<file path="src/rtl/free_slot_tracker.sv">
// free_slot_tracker: writer side of the free/busy bitmap scanned by find_first1_base.
// Allocations clear bits, releases set them, and a flush marks everything free.
// The block also keeps a rotating search base and a registered free-slot count.
// Optional build macro: FREE_SLOT_TRACKER_ERR_EN adds the sticky misuse flags err_sticky[2:0].
module free_slot_tracker #(
    parameter int WIDTH = 8,
    parameter int IDX_W = $clog2(WIDTH)
) (
    input  logic             clock,
    input  logic             reset,
    input  logic             flush,
    input  logic             alloc_valid,
    input  logic [IDX_W-1:0] alloc_idx,
    output logic             alloc_ready,
    input  logic             release_valid,
    input  logic [IDX_W-1:0] release_idx,
    output logic [WIDTH-1:0] free_mask,
    output logic [WIDTH-1:0] search_base,
    output logic [IDX_W:0]   free_count,
`ifdef FREE_SLOT_TRACKER_ERR_EN
    output logic [2:0]       err_sticky,
`endif
    output logic             any_free
);

    logic             alloc_fire;
    logic             release_fire;
    logic             alloc_in_range;
    logic [WIDTH-1:0] alloc_onehot;
    logic [WIDTH-1:0] release_onehot;
    logic [WIDTH-1:0] next_mask;
    logic [WIDTH-1:0] next_base;
    logic [IDX_W:0]   candidate;

    // Number of 1 bits in a mask.
    function automatic logic [IDX_W:0] popcount(input logic [WIDTH-1:0] mask);
        logic [IDX_W:0] cnt;
        cnt = '0;
        for (int i = 0; i < WIDTH; i++) begin
            cnt = cnt + (IDX_W+1)'(mask[i]);
        end
        return cnt;
    endfunction

    // True when mask holds a 1 at any position >= pos.
    function automatic logic has_one_from(input logic [WIDTH-1:0] mask, input int pos);
        logic found;
        found = 1'b0;
        for (int i = 0; i < WIDTH; i++) begin
            if (mask[i] && (i >= pos)) begin
                found = 1'b1;
            end
        end
        return found;
    endfunction

    assign any_free       = (free_count != '0);
    assign alloc_ready    = any_free & ~flush;
    assign alloc_fire     = alloc_valid & alloc_ready;
    assign alloc_in_range = (int'(alloc_idx) < WIDTH);
    assign release_fire   = release_valid & (int'(release_idx) < WIDTH);

    // Next bitmap and search base: alloc clears first, release sets last so it wins on a tie.
    always_comb begin
        // NOTE: every always_comb output gets a default before any branch, so no latch is inferred.
        alloc_onehot   = '0;
        release_onehot = '0;
        next_base      = search_base;
        candidate      = '0;
        for (int i = 0; i < WIDTH; i++) begin
            if (alloc_fire && (int'(alloc_idx) == i)) begin
                alloc_onehot[i] = 1'b1;
            end
            if (release_fire && (int'(release_idx) == i)) begin
                release_onehot[i] = 1'b1;
            end
        end
        next_mask = (free_mask & ~alloc_onehot) | release_onehot;

        if (alloc_fire) begin
            candidate = (int'(alloc_idx) == WIDTH - 1) ? '0 : ((IDX_W+1)'(alloc_idx) + 1'b1);
            next_base = has_one_from(next_mask, int'(candidate)) ? WIDTH'(candidate) : '0;
        end else if (!has_one_from(next_mask, int'(search_base))) begin
            next_base = '0;
        end
    end

    // State registers: reset, then flush, then normal alloc/release update.
    always_ff @(posedge clock) begin
        // NOTE: sequential state uses non-blocking assignments so every register samples pre-edge values.
        if (reset || flush) begin
            free_mask   <= '1;
            search_base <= '0;
            free_count  <= (IDX_W+1)'(WIDTH);
        end else begin
            free_mask   <= next_mask;
            search_base <= next_base;
            free_count  <= popcount(next_mask);
        end
    end

`ifdef FREE_SLOT_TRACKER_ERR_EN
    logic [2:0] err_set;

    // Misuse detection; flush cycles ignore both ports, so they flag nothing.
    always_comb begin
        err_set = '0;
        if (!flush) begin
            if (alloc_fire && alloc_in_range && !free_mask[alloc_idx]) begin
                err_set[0] = 1'b1;
            end
            if (release_fire && free_mask[release_idx]
                && !(alloc_fire && (alloc_idx == release_idx))) begin
                err_set[1] = 1'b1;
            end
            if ((alloc_fire && !alloc_in_range)
                || (release_valid && (int'(release_idx) >= WIDTH))) begin
                err_set[2] = 1'b1;
            end
        end
    end

    // Sticky error flags, cleared only by reset.
    always_ff @(posedge clock) begin
        if (reset) begin
            err_sticky <= '0;
        end else begin
            err_sticky <= err_sticky | err_set;
        end
    end
`endif

endmodule

</file>
<file path="config.mk">
export PLATFORM = sky130hd
export DESIGN_NAME = free_slot_tracker
export DESIGN_NICKNAME = d
export VERILOG_FILES = /design/src/rtl/free_slot_tracker.sv
export SDC_FILE = /design/constraint.sdc
export NUM_CORES = 1
export LEC_CHECK = 0
export CORE_ASPECT_RATIO = 2
export CORE_MARGIN = 1
export CORE_UTILIZATION = 30
export CTS_CLUSTER_DIAMETER = 120
export DETAILED_ROUTE_END_ITERATION = 10
export MAX_ROUTING_LAYER = met4
export PLACE_DENSITY = 0.57
export SKIP_CTS_REPAIR_TIMING = 1
export SYNTH_ARGS = -nofsm -noshare
export SYNTH_HDL_FRONTEND = slang
export SYNTH_SLANG_ARGS = --single-unit
</file>
<file path="constraint.sdc">
create_clock -name clock -period 4.3 [get_ports clock]
set_clock_uncertainty 0.05 [all_clocks]
set_input_delay 1.29 -clock clock [delete_from_list [all_inputs] [get_ports clock]]
set_output_delay 1.29 -clock clock [all_outputs]
set_load 0.01 [all_outputs]
</file>
==> out/summary.txt <==
worst setup margin: -0.226 ns
Max Clock Freq: 0.221 GHz
mean area per synthesized cell: 8.82 sq um
worst reg2reg path depth: 16
router iterations before antenna repair: 4
die height: 95.0 um
CP Data Required Time: 4.43 ns
die area: 4600 sq um
number of I/O pins: 33
# port buffers: 28
Met3 Routed Length: 149 um
Yosys cell types: 57
Critical Path, Cell by Cell: buf_2 -> inv_4 -> buf_6 -> ha_4 -> clkinv_4 -> o41ai_4 -> and2_4 -> xnor2_2 -> ha_1 -> inv_2 -> fa_1 -> fa_1 -> inv_1 -> ha_2 -> inv_2 -> fa_2 -> xor2_2 -> nor3_2
WL/cell: 16.9 um
Worst Hold Depth: 2
initial antenna violation count: 0
total wire length: 4.56 mm
Synth Instances: 147
largest net degree at the start of global routing: 11
clock-pin slew on the worst setup and hold paths: 0.06 ns
min Tclk post-route: 4.53 ns
met2 WL: 2.48 mm
Seq/Total Area, Yosys: 0.247
top post-synthesis cells by area: dfxtp_1 (25%), ha_1 (9.7%), nand2_1 (4.9%), fa_1 (4.6%), inv_1 (3.8%)
Vias per Instance: 5.21
Post-route DRC: 0
slowest stage delay, CP: 0.50 ns
Tot GR Track Use: 0.215
CTS tree: done
Cell Area, Synth: 1300 sq um
Die X: 48.5 um
Post-Place Setup Slack: -0.817 ns
Post-synth EDFFs: 0
status: complete, but fails checks
ANT cells: 0
failing checks: setup timing
Slew Viols, Final: 0
Cell Area, Placed: 1930 sq um
DP Wirelength: 3.73 mm
site row count: 33
Setup crit end kind: flip-flop
YS warnings: 0
Arr. time, crit path: 4.65 ns
Final Hold Vio Count: 0
Final ANT Viol Nets: 0
fin crit share: 1.05
global route total overflow: 0
CTS buffer count: 3
VDD IR max: 0.192 mV
CP max stage cell: fa_1
deepest clock path buffer count: 2
share of post-route cells with drive strength above 1: 0.404
H-tree levels: 1
detailed-route via count: 1,406
CORE AREA: 4130 sq um
Worst Path Max Fanout: 2
max_slew headroom: 0.573
most common cell in the netlist: nand2_1
HP Class: reg2reg
Worst-Margin Slew: 0.635 ns
Worst-Skew Late Latency: 0.25 ns
post-synth top area share: 0.247
area delta synth->final: 62.9%
Final Wtd Congestion: 0.989
Setup CP Type: in2reg
Worst setup SP type: input pin
setup violators final: 2
Initial Util: 0.314
flop and latch count out of synthesis: 16
final instance area: 2110 sq um
vias in the first global route: 1,564
DRT iter0 DRCs: 43
asr flop ratio synth: 0
first-pass GRT wire length: 7.11 mm
unrepaired setup endpoints after global routing: true
Nets: 244
DRT met1 WL: 1.59 mm
area leader, netlist: dfxtp_1
most frequent cells after synthesis: nand2_1 (17), dfxtp_1 (16), inv_1 (13)
highest layer used for signal routing: met4
leak pwr: 0.961 nW
root buffer cell: clkbuf_8
Synth Flop Type: dfxtp_1
Cell Pwr Density: 201 nW/um^2
FILL cells: 399
Max-Cap Viols: 0
clock tree sinks: 16
==> sequential cells by signal, summed over array words and instances (netlist names) <==
register	flops
free_mask	8
search_base	4
free_count	4
==> cells in the final DEF (no fill, tap or decap), drive strengths merged, types with 4 or more instances in the layout <==
master         netlist  final
nand3                4      4
nand2               17     17
conb                 1      5
o21ai                4      4
clkbuf               1      5
clkdlybuf4s50        0     20
dfxtp               16     16
ha                  10     10
inv                 15     15
buf                  6     45
a21oi                4      4
nor2                 6      6
and2                 6      6
a32oi                4      4
dlymetal6s2s         0      4
==> through the flow <==
stage	util	setup TNS, ns	instances	power [mW]	hold WS (ns)
6_report	0.512	-0.375	270	0.425	0.538
5_1_grt	0.512	-0.637	270	0.447	0.577
4_1_cts	0.477	-1.53	264	0.414	0.510
3_5_place_dp	0.467	-2.48	261	0.300	0.502
3_3_place_gp	0.467	-2.23	261	0.297	0.498
2_1_floorplan	-	-0.0380	151	0.232	0.499
==> worst max-delay path, delay by kind of cell <==
family / cells / cell delay [ns]
fa+ha+maj: 6 / 1.97
compound gates: 1 / 0.26
buf+inv: 7 / 0.51
simple gates: 2 / 0.39
xor+xnor: 2 / 0.23
==> layout make-up <==
| type | count | area (sq um) | share of cell area |
|---|---|---|---|
| multi-input combinational | 111 | 998 | 0.473 |
| timing repair buffer | 71 | 613 | 0.290 |
| sequential | 16 | 320 | 0.152 |
| inverter | 17 | 73.8 | 0.0350 |
| tap | 52 | 65.1 | 0.0308 |
| clock buffer | 3 | 41.3 | 0.0195 |
==> report_power, final <==
part	switching, mW	internal (mW)	total (mW)
sequential	0.00712	0.154	0.161
clock	0.0501	0.0622	0.112
combinational	0.0760	0.0761	0.152
total	0.133	0.292	0.425
==> logic make-up after synthesis <==
logic type / count (synthesis) / share of synthesized area
AO/OA/AOI/OAI: 39 / 0.276
AND/OR/NAND/NOR: 52 / 0.230
other: 1 / 0.00289
XOR/XNOR: 2 / 0.0135
buffers and inverters: 24 / 0.0878
flip-flops: 16 / 0.247
adder cells (fa/ha/maj): 13 / 0.143
==> path summary, 6_finish.rpt <==
kind,start,to,slack [ns]
hold / removal,free_mask[2]$_SDFF_PP1_,free_mask[2]$_SDFF_PP1_,0.54
hold reg to reg,free_mask[2]$_SDFF_PP1_,free_mask[2]$_SDFF_PP1_,0.54
setup / recovery,alloc_idx[1],free_count[2]$_SDFF_PP0_,-0.23
setup reg to reg,free_count[1]$_SDFF_PP0_,free_count[2]$_SDFF_PP0_,0.35
==> metal layers <==
layer,track usage,vias to the layer above
met5,-,-
met4,0.167,0
met3,0.0177,21
li1,-,673
met1,0.190,663
met2,0.413,49
No activity file was read; power rests on OpenSTA's default activity.
